File: config.mk
export PLATFORM = sky130hd
export DESIGN_NAME = alu
export DESIGN_NICKNAME = d
export VERILOG_FILES = /design/src/rtl/alu.sv
export SDC_FILE = /design/constraint.sdc
export NUM_CORES = 1
export LEC_CHECK = 0
export CAP_MARGIN = 25
export CORE_UTILIZATION = 40
export DETAILED_ROUTE_END_ITERATION = 10
export GPL_TIMING_DRIVEN = 0
export HOLD_SLACK_MARGIN = 0.1
export PLACE_DENSITY_LB_ADDON = 0.15
export REMOVE_ABC_BUFFERS = 1
export SLEW_MARGIN = 40
export SYNTH_ARGS = -nofsm -noshare
export SYNTH_HDL_FRONTEND = slang
export SYNTH_SLANG_ARGS = --single-unit
File: constraint.sdc
create_clock -name clk -period 5 [get_ports clk]
set_input_delay 0.75 -clock clk [delete_from_list [all_inputs] [get_ports clk]]
set_output_delay 0.75 -clock clk [all_outputs]
set_load 0.01 [all_outputs]
File: src/rtl/alu.sv
// alu: 32-bit registered arithmetic/logic unit for the execute stage and branch/compare logic.
// Ports:
//   clk      - system clock, all updates on the rising edge
//   rst      - synchronous active-high reset
//   a, b     - 32-bit operands; only b[4:0] is used as the shift amount
//   op       - operation select: 0 ADD, 1 SUB, 2 AND, 3 OR, 4 XOR, 5 SLL, 6 SRL, 7 SLT
//   result   - registered operation result
//   zero     - registered, set when the result is 0 (held at 0 during reset)
//   negative - registered copy of result[31]
//   carry    - registered ADD carry-out / SUB borrow, 0 for other ops
//   overflow - registered signed overflow for ADD/SUB, 0 for other ops
module alu (
   input  logic        clk,
   input  logic        rst,
   input  logic [31:0] a,
   input  logic [31:0] b,
   input  logic [2:0]  op,
   output logic [31:0] result,
   output logic        zero,
   output logic        negative,
   output logic        carry,
   output logic        overflow
);

   localparam int unsigned W     = 32;
   localparam int unsigned SH_W  = 5;

   localparam logic [2:0] OP_ADD = 3'd0;
   localparam logic [2:0] OP_SUB = 3'd1;
   localparam logic [2:0] OP_AND = 3'd2;
   localparam logic [2:0] OP_OR  = 3'd3;
   localparam logic [2:0] OP_XOR = 3'd4;
   localparam logic [2:0] OP_SLL = 3'd5;
   localparam logic [2:0] OP_SRL = 3'd6;
   localparam logic [2:0] OP_SLT = 3'd7;

   logic [W-1:0]    result_d, result_q;
   logic            zero_d, zero_q;
   logic            negative_d, negative_q;
   logic            carry_d, carry_q;
   logic            overflow_d, overflow_q;

   logic [W:0]      sum;
   logic [W:0]      diff;
   logic [SH_W-1:0] shamt;
   logic            slt;

   // Next-state datapath; reset forces every output to 0 and discards the op.
   always_comb begin
      result_d   = '0;
      zero_d     = 1'b0;
      negative_d = 1'b0;
      carry_d    = 1'b0;
      overflow_d = 1'b0;

      sum   = (W+1)'(a) + (W+1)'(b);
      // Bit W of the widened difference is the unsigned borrow.
      diff  = (W+1)'(a) - (W+1)'(b);
      shamt = b[SH_W-1:0];
      // Full signed compare, correct at the extremes unlike the wrapped diff sign.
      slt   = $signed(a) < $signed(b);

      unique case (op)
         OP_ADD: begin
            result_d   = sum[W-1:0];
            carry_d    = sum[W];
            overflow_d = (a[W-1] == b[W-1]) && (sum[W-1] != a[W-1]);
         end
         OP_SUB: begin
            result_d   = diff[W-1:0];
            carry_d    = diff[W];
            overflow_d = (a[W-1] != b[W-1]) && (diff[W-1] != a[W-1]);
         end
         OP_AND:  result_d = a & b;
         OP_OR:   result_d = a | b;
         OP_XOR:  result_d = a ^ b;
         OP_SLL:  result_d = a << shamt;
         OP_SRL:  result_d = a >> shamt;
         OP_SLT:  result_d = W'(slt);
         default: result_d = '0;
      endcase

      zero_d     = (result_d == '0);
      negative_d = result_d[W-1];

      if (rst) begin
         result_d   = '0;
         zero_d     = 1'b0;
         negative_d = 1'b0;
         carry_d    = 1'b0;
         overflow_d = 1'b0;
      end
   end

   // Output registers.
   always_ff @(posedge clk) begin
      result_q   <= result_d;
      zero_q     <= zero_d;
      negative_q <= negative_d;
      carry_q    <= carry_d;
      overflow_q <= overflow_d;
   end

   assign result   = result_q;
   assign zero     = zero_q;
   assign negative = negative_q;
   assign carry    = carry_q;
   assign overflow = overflow_q;

endmodule

==> metrics.cfg <==
[cts]
cts.path.max_buffers = 2
cts_tree = done
htreeDepth = 2
cts_sinks = 35
cts_buffers = 5
cts-root-buf = clkbuf_16
ctsHoldBuffers = 0
path_clk_slew_ns = 0.07

[yosys]
synthCells = 1390
synth_area_um2 = 10100
synth_top_area_cell = ha_1
seq_area_frac_synth_pct = 6.97
synth_cell_type_count = 88
synth_top_area_share_pct = 12.1
ys_seq_elements = 35
synth-async-reset-ratio_pct = 0
avgSynthCellArea_um2 = 7.24
yosysMostFrequentCell = nor2_1
synth_area_leaders = ha_1 (12%), dfxtp_1 (7.0%), mux4_2 (6.0%)
synth_ff_type = dfxtp_1
synth_common_cells = nor2_1 (133), inv_1 (103), a21oi_1 (98)
yosys_warnings = 0
synth-edff-count = 0

[die]
rows = 57
coreArea_um2 = 24500
num_io_pins = 105
die_w_um = 161
dieArea_um2 = 25800
chipHeight_um = 161
initial_utilization_pct = 41.1

[finish]
nets = 1577
syn2layout_area_growth_pct = 16.3
final_core_util_pct = 47.8
drive_gt1_share_pct = 11.7
antenna_cells_inserted = 0

[critical_path]
worstSetupEndpointType = flip-flop
crit_path_start_kind = input port
required_ns = 5.25
startpoint = a[15]
cp.arrival_ns = 5.15
worstSetupPathType = input port to flip-flop
crit_path_max_fanout = 12

[global_routing]
grt_pass1_wl_um = 70000
grt_pass1_vias = 10719
antenna_found_initial = 1
grt_max_degree = 63
gr-usage-all-layers_pct = 36.0
grt.overflow.total = 0

[detailed_routing]
wire_per_inst_um = 27.3
ant_nets = 0
drtPass1Iterations = 6
drcViolationCount = 0
drt_iter0_drc = 1435
viasPerCell = 6.79
vias = 11780
routed_wl_um = 47300

[timing]
tightest_slew_ns = 0.924
fin_crit_ns = 4.91
max_slew_margin_pct = 36.8
grt_setup_unrepaired = no
timing.fmax_mhz = 204
drv_slew = 0
period_share_pct = 98.2
hold_viol_final = 0
fin_hold_ws_ns = 0.952
setup_viol_count_final = 0

[pwr]
pwr-share-comb_pct = 65.8
power.density_nw_per_um2 = 174
leakagePower_nw = 4.88
netSwitchingFraction_pct = 48.2
p_sw_mw = 0.982
seqPwrFrac_pct = 15.4
p_clk_share_pct = 18.8
power_mw = 2.04
peakVddDrop_uv = 117
intPower_mw = 1.06

[job]
maxCapViolCount = 0

[placement]
numPortBuffers = 104
dp_hpwl_um = 36400
gp_routability_congestion = 1.00

[worst_hold_path]
hold_depth = 2
min-delay-start = rst
hold_class = input port to flip-flop

[status]
status = finished clean

[layout by cell type, fill, tap and decap left out, drive strengths merged, types with 14 or more instances in the layout]
| cell | n |
|---|---|
| a211oi | 36 |
| a21o | 15 |
| a21oi | 98 |
| a22oi | 29 |
| a31oi | 17 |
| and2 | 14 |
| buf | 22 |
| clkdlybuf4s50 | 78 |
| dfxtp | 35 |
| dlymetal6s2s | 16 |
| ha | 97 |
| inv | 104 |
| mux2 | 41 |
| mux2i | 53 |
| mux4 | 31 |
| nand2 | 96 |
| nand2b | 16 |
| nand3 | 23 |
| nor2 | 133 |
| nor2b | 19 |
| nor3 | 26 |
| nor4 | 16 |
| o211ai | 17 |
| o21ai | 93 |
| o22ai | 39 |
| xnor2 | 17 |
[stage by stage]
stage / setup WS [ns] / std cells / TNS (ns) / area [µm²]
5_1_grt: 0.0239 / 1734 / 0 / 11700
6_report: 0.0905 / 1734 / 0 / 11700
3_3_place_gp: -4.56 / 1710 / -114.48 / 11000
3_5_place_dp: -0.904 / 1721 / -2.49 / 11300
4_1_cts: 0.00855 / 1732 / 0 / 11500
2_1_floorplan: 0.738 / 1282 / 0 / 9550
[power groups by stage]
stage	Sequential [mW]	Combinational [mW]	Clock [mW]
after floorplan	0.335	0.714	0
after global placement	0.319	1.25	0
after detailed placement	0.320	1.26	0
after CTS	0.313	1.28	0.393
after global routing	0.315	1.42	0.407
final	0.313	1.34	0.384
[final timing paths]
kind	slack [ns]	end
max	0.09	zero$_SDFF_PP0_
min	0.95	result[14]$_SDFF_PP0_
[metal layers]
layer / global-route usage, % / up-vias / part of all wire (%)
li1: - / 5256 / -
met1: 52.4 / 5666 / 43
met2: 51.5 / 744 / 41
met3: 5.76 / 114 / 11
met4: 16.1 / 0 / 4.6
met5: 0 / - / 0
[kinds of logic after synthesis]
kind of cell             Yosys count  synth area share (%)
AO/OA/AOI/OAI                    483                  32.6
AND/OR/NAND/NOR                  415                  20.3
buffers and inverters            214                  8.96
multiplexers                     125                  17.1
adder cells (fa/ha/maj)           99                  12.5
flip-flops                        35                  6.97
XOR/XNOR                          19                  1.65
[layout make-up]
type,instances,area [µm²]
fill,2500,12800
clock inverter,3,43.8
sequential,35,701
tap,324,405
inverter,106,409
timing repair buffer,120,1350
clock buffer,5,125
multi-input combinational,1141,8660
[flip-flops by register name, indices dropped and copies added, names as in the netlist]
| register | cells |
|---|---|
| overflow | 1 |
| result | 32 |
| carry | 1 |
| zero | 1 |
[critical path, cell delays in order]
cell             delay (ns)
clkdlybuf4s50_1        0.79
inv_1                  0.20
ha_2                   0.53
and3_1                 0.26
and4b_1                0.24
nand2b_1               0.07
o21ai_1                0.40
or2_1                  0.33
nor3_1                 0.09
o311ai_0               0.51
nand4_1                0.18
nor4_2                 0.32
and4_4                 0.30
and4_1                 0.17
[timing repair]
| action | in CTS | in global routing |
|---|---|---|
| gates cloned | 1 | 1 |
| gates resized for setup | 17 | 37 |
| buffers inserted | 2 | 1 |
| pin swaps | 1 | 3 |
| endpoints found under the setup margin | 3 | 3 |
Power figures use the tool's default switching activity.
==> variant: new RTL, same flow settings <==
Remove the register `negative_q`: a continuous assignment takes its place, so the output `negative` follows one clock earlier.
--- a/src/rtl/alu.sv
+++ b/src/rtl/alu.sv
@@ -98,3 +98,2 @@
       zero_q     <= zero_d;
-      negative_q <= negative_d;
       carry_q    <= carry_d;
@@ -102,2 +101,4 @@
    end
+
+   assign negative_q = negative_d;
 
Function: changed (a bounded check fails within 4 cycles, from zero or initial values and one cycle with rst high).
==> variant against the unedited design <==
Area after synthesis shrank 5.9%; worst setup slack gained 0.034 ns; sequential cell count is the same; total power shrank 1.4%; non-clock buffer count grew 20; via count shrank 2.5%; design area shrank 2.4%; sequential share of layout area grew 0.15 points; clock power shrank 12%; count of clock-buffer cells in the layout grew 3; routed wire length shrank 3.5%; critical path type is now in2out; highest routed layer unchanged.
==> variant: results <==
export IMPL_status="finished clean"
export IMPL_combPwrFrac_pct=67.6
export IMPL_syn_inst=1359
export IMPL_synth_distinct_cells=89
export IMPL_grtUsageMet1_pct=53.1
export IMPL_crit_family="compound AO/OA/AOI/OAI gates"
export IMPL_pg_seq_uw=312
export IMPL_grt_use_met3_pct=8.11
export IMPL_top_layer_used="met4"
export IMPL_wl_met3_um=5340
export IMPL_gp_congestion=1.05
export IMPL_p_int_mw=1.03
export IMPL_place_ws_ns=-1.73
export IMPL_dp_final_hpwl_um=34900
export IMPL_grt_first_pass_wirelength_um=67400
export IMPL_ir_drop_uv=130
export IMPL_n_antenna_cell=0
export IMPL_wirelength_um=45700
export IMPL_met1Wirelength_um=19600
export IMPL_drt_initial_drc_count=1286
export IMPL_grt_start_max_net_pins=51
export IMPL_synth_area_leaders="ha_1 13%, dfxtp_1 7.4%, nor2_1 6.3%"
export IMPL_hold_ws_ns=0.951
export IMPL_critPathMaxStageDelay_ns=0.54
export IMPL_leakagePower_nw=4.63
export IMPL_clk_pin_slew_ns=0.05
export IMPL_nNetsFinal=1569
export IMPL_use_met2_pct=55.1
export IMPL_cts_path_max_buffers=2
export IMPL_slew_headroom_pct=37.5
export IMPL_grt_pass1_vias=10500
export IMPL_synth_common_cells="160 x nor2_1, 116 x a21oi_1, 102 x nand2_1"
export IMPL_layoutNonFillerInstCount=1715
export IMPL_grtUsageTotal_pct=37.4
export IMPL_fmax_mhz=205
export IMPL_antenna_found_initial=0
export IMPL_met2_length_um=19000
export IMPL_crit_fanout=10
export IMPL_synth_seq_area_share_pct=7.41
[variant: area by class of cell]
cell class / instances / area [um^2]
multi-input cells: 1119 / 8330
fillers: 2336 / 11500
flip-flops and latches: 35 / 701
well taps: 313 / 392
repair buffers: 140 / 1440
clock buffers: 8 / 156
inverters: 100 / 402
[variant: cells by family after synthesis]
| family | Yosys count | share of synthesized area (%) |
|---|---|---|
| AO/OA/AOI/OAI | 505 | 35.6 |
| XOR/XNOR | 28 | 2.59 |
| adder cells (fa/ha/maj) | 99 | 13.3 |
| buffers and inverters | 205 | 9.35 |
| flip-flops | 35 | 7.41 |
| multiplexers | 91 | 12.5 |
| AND/OR/NAND/NOR | 396 | 19.3 |
[variant: worst paths after layout]
check / start / end / depth (start not counted)
setup / recovery: a[17] / negative / 14
hold / removal: rst / result[24] / 2
[variant: what timing repair did]
action	in CTS	in global routing
endpoints found under the setup margin	5	2
hold buffers	0	0
resized for setup	91	50
pin swaps	8	16
gates cloned	1	0
setup buffers	8	14
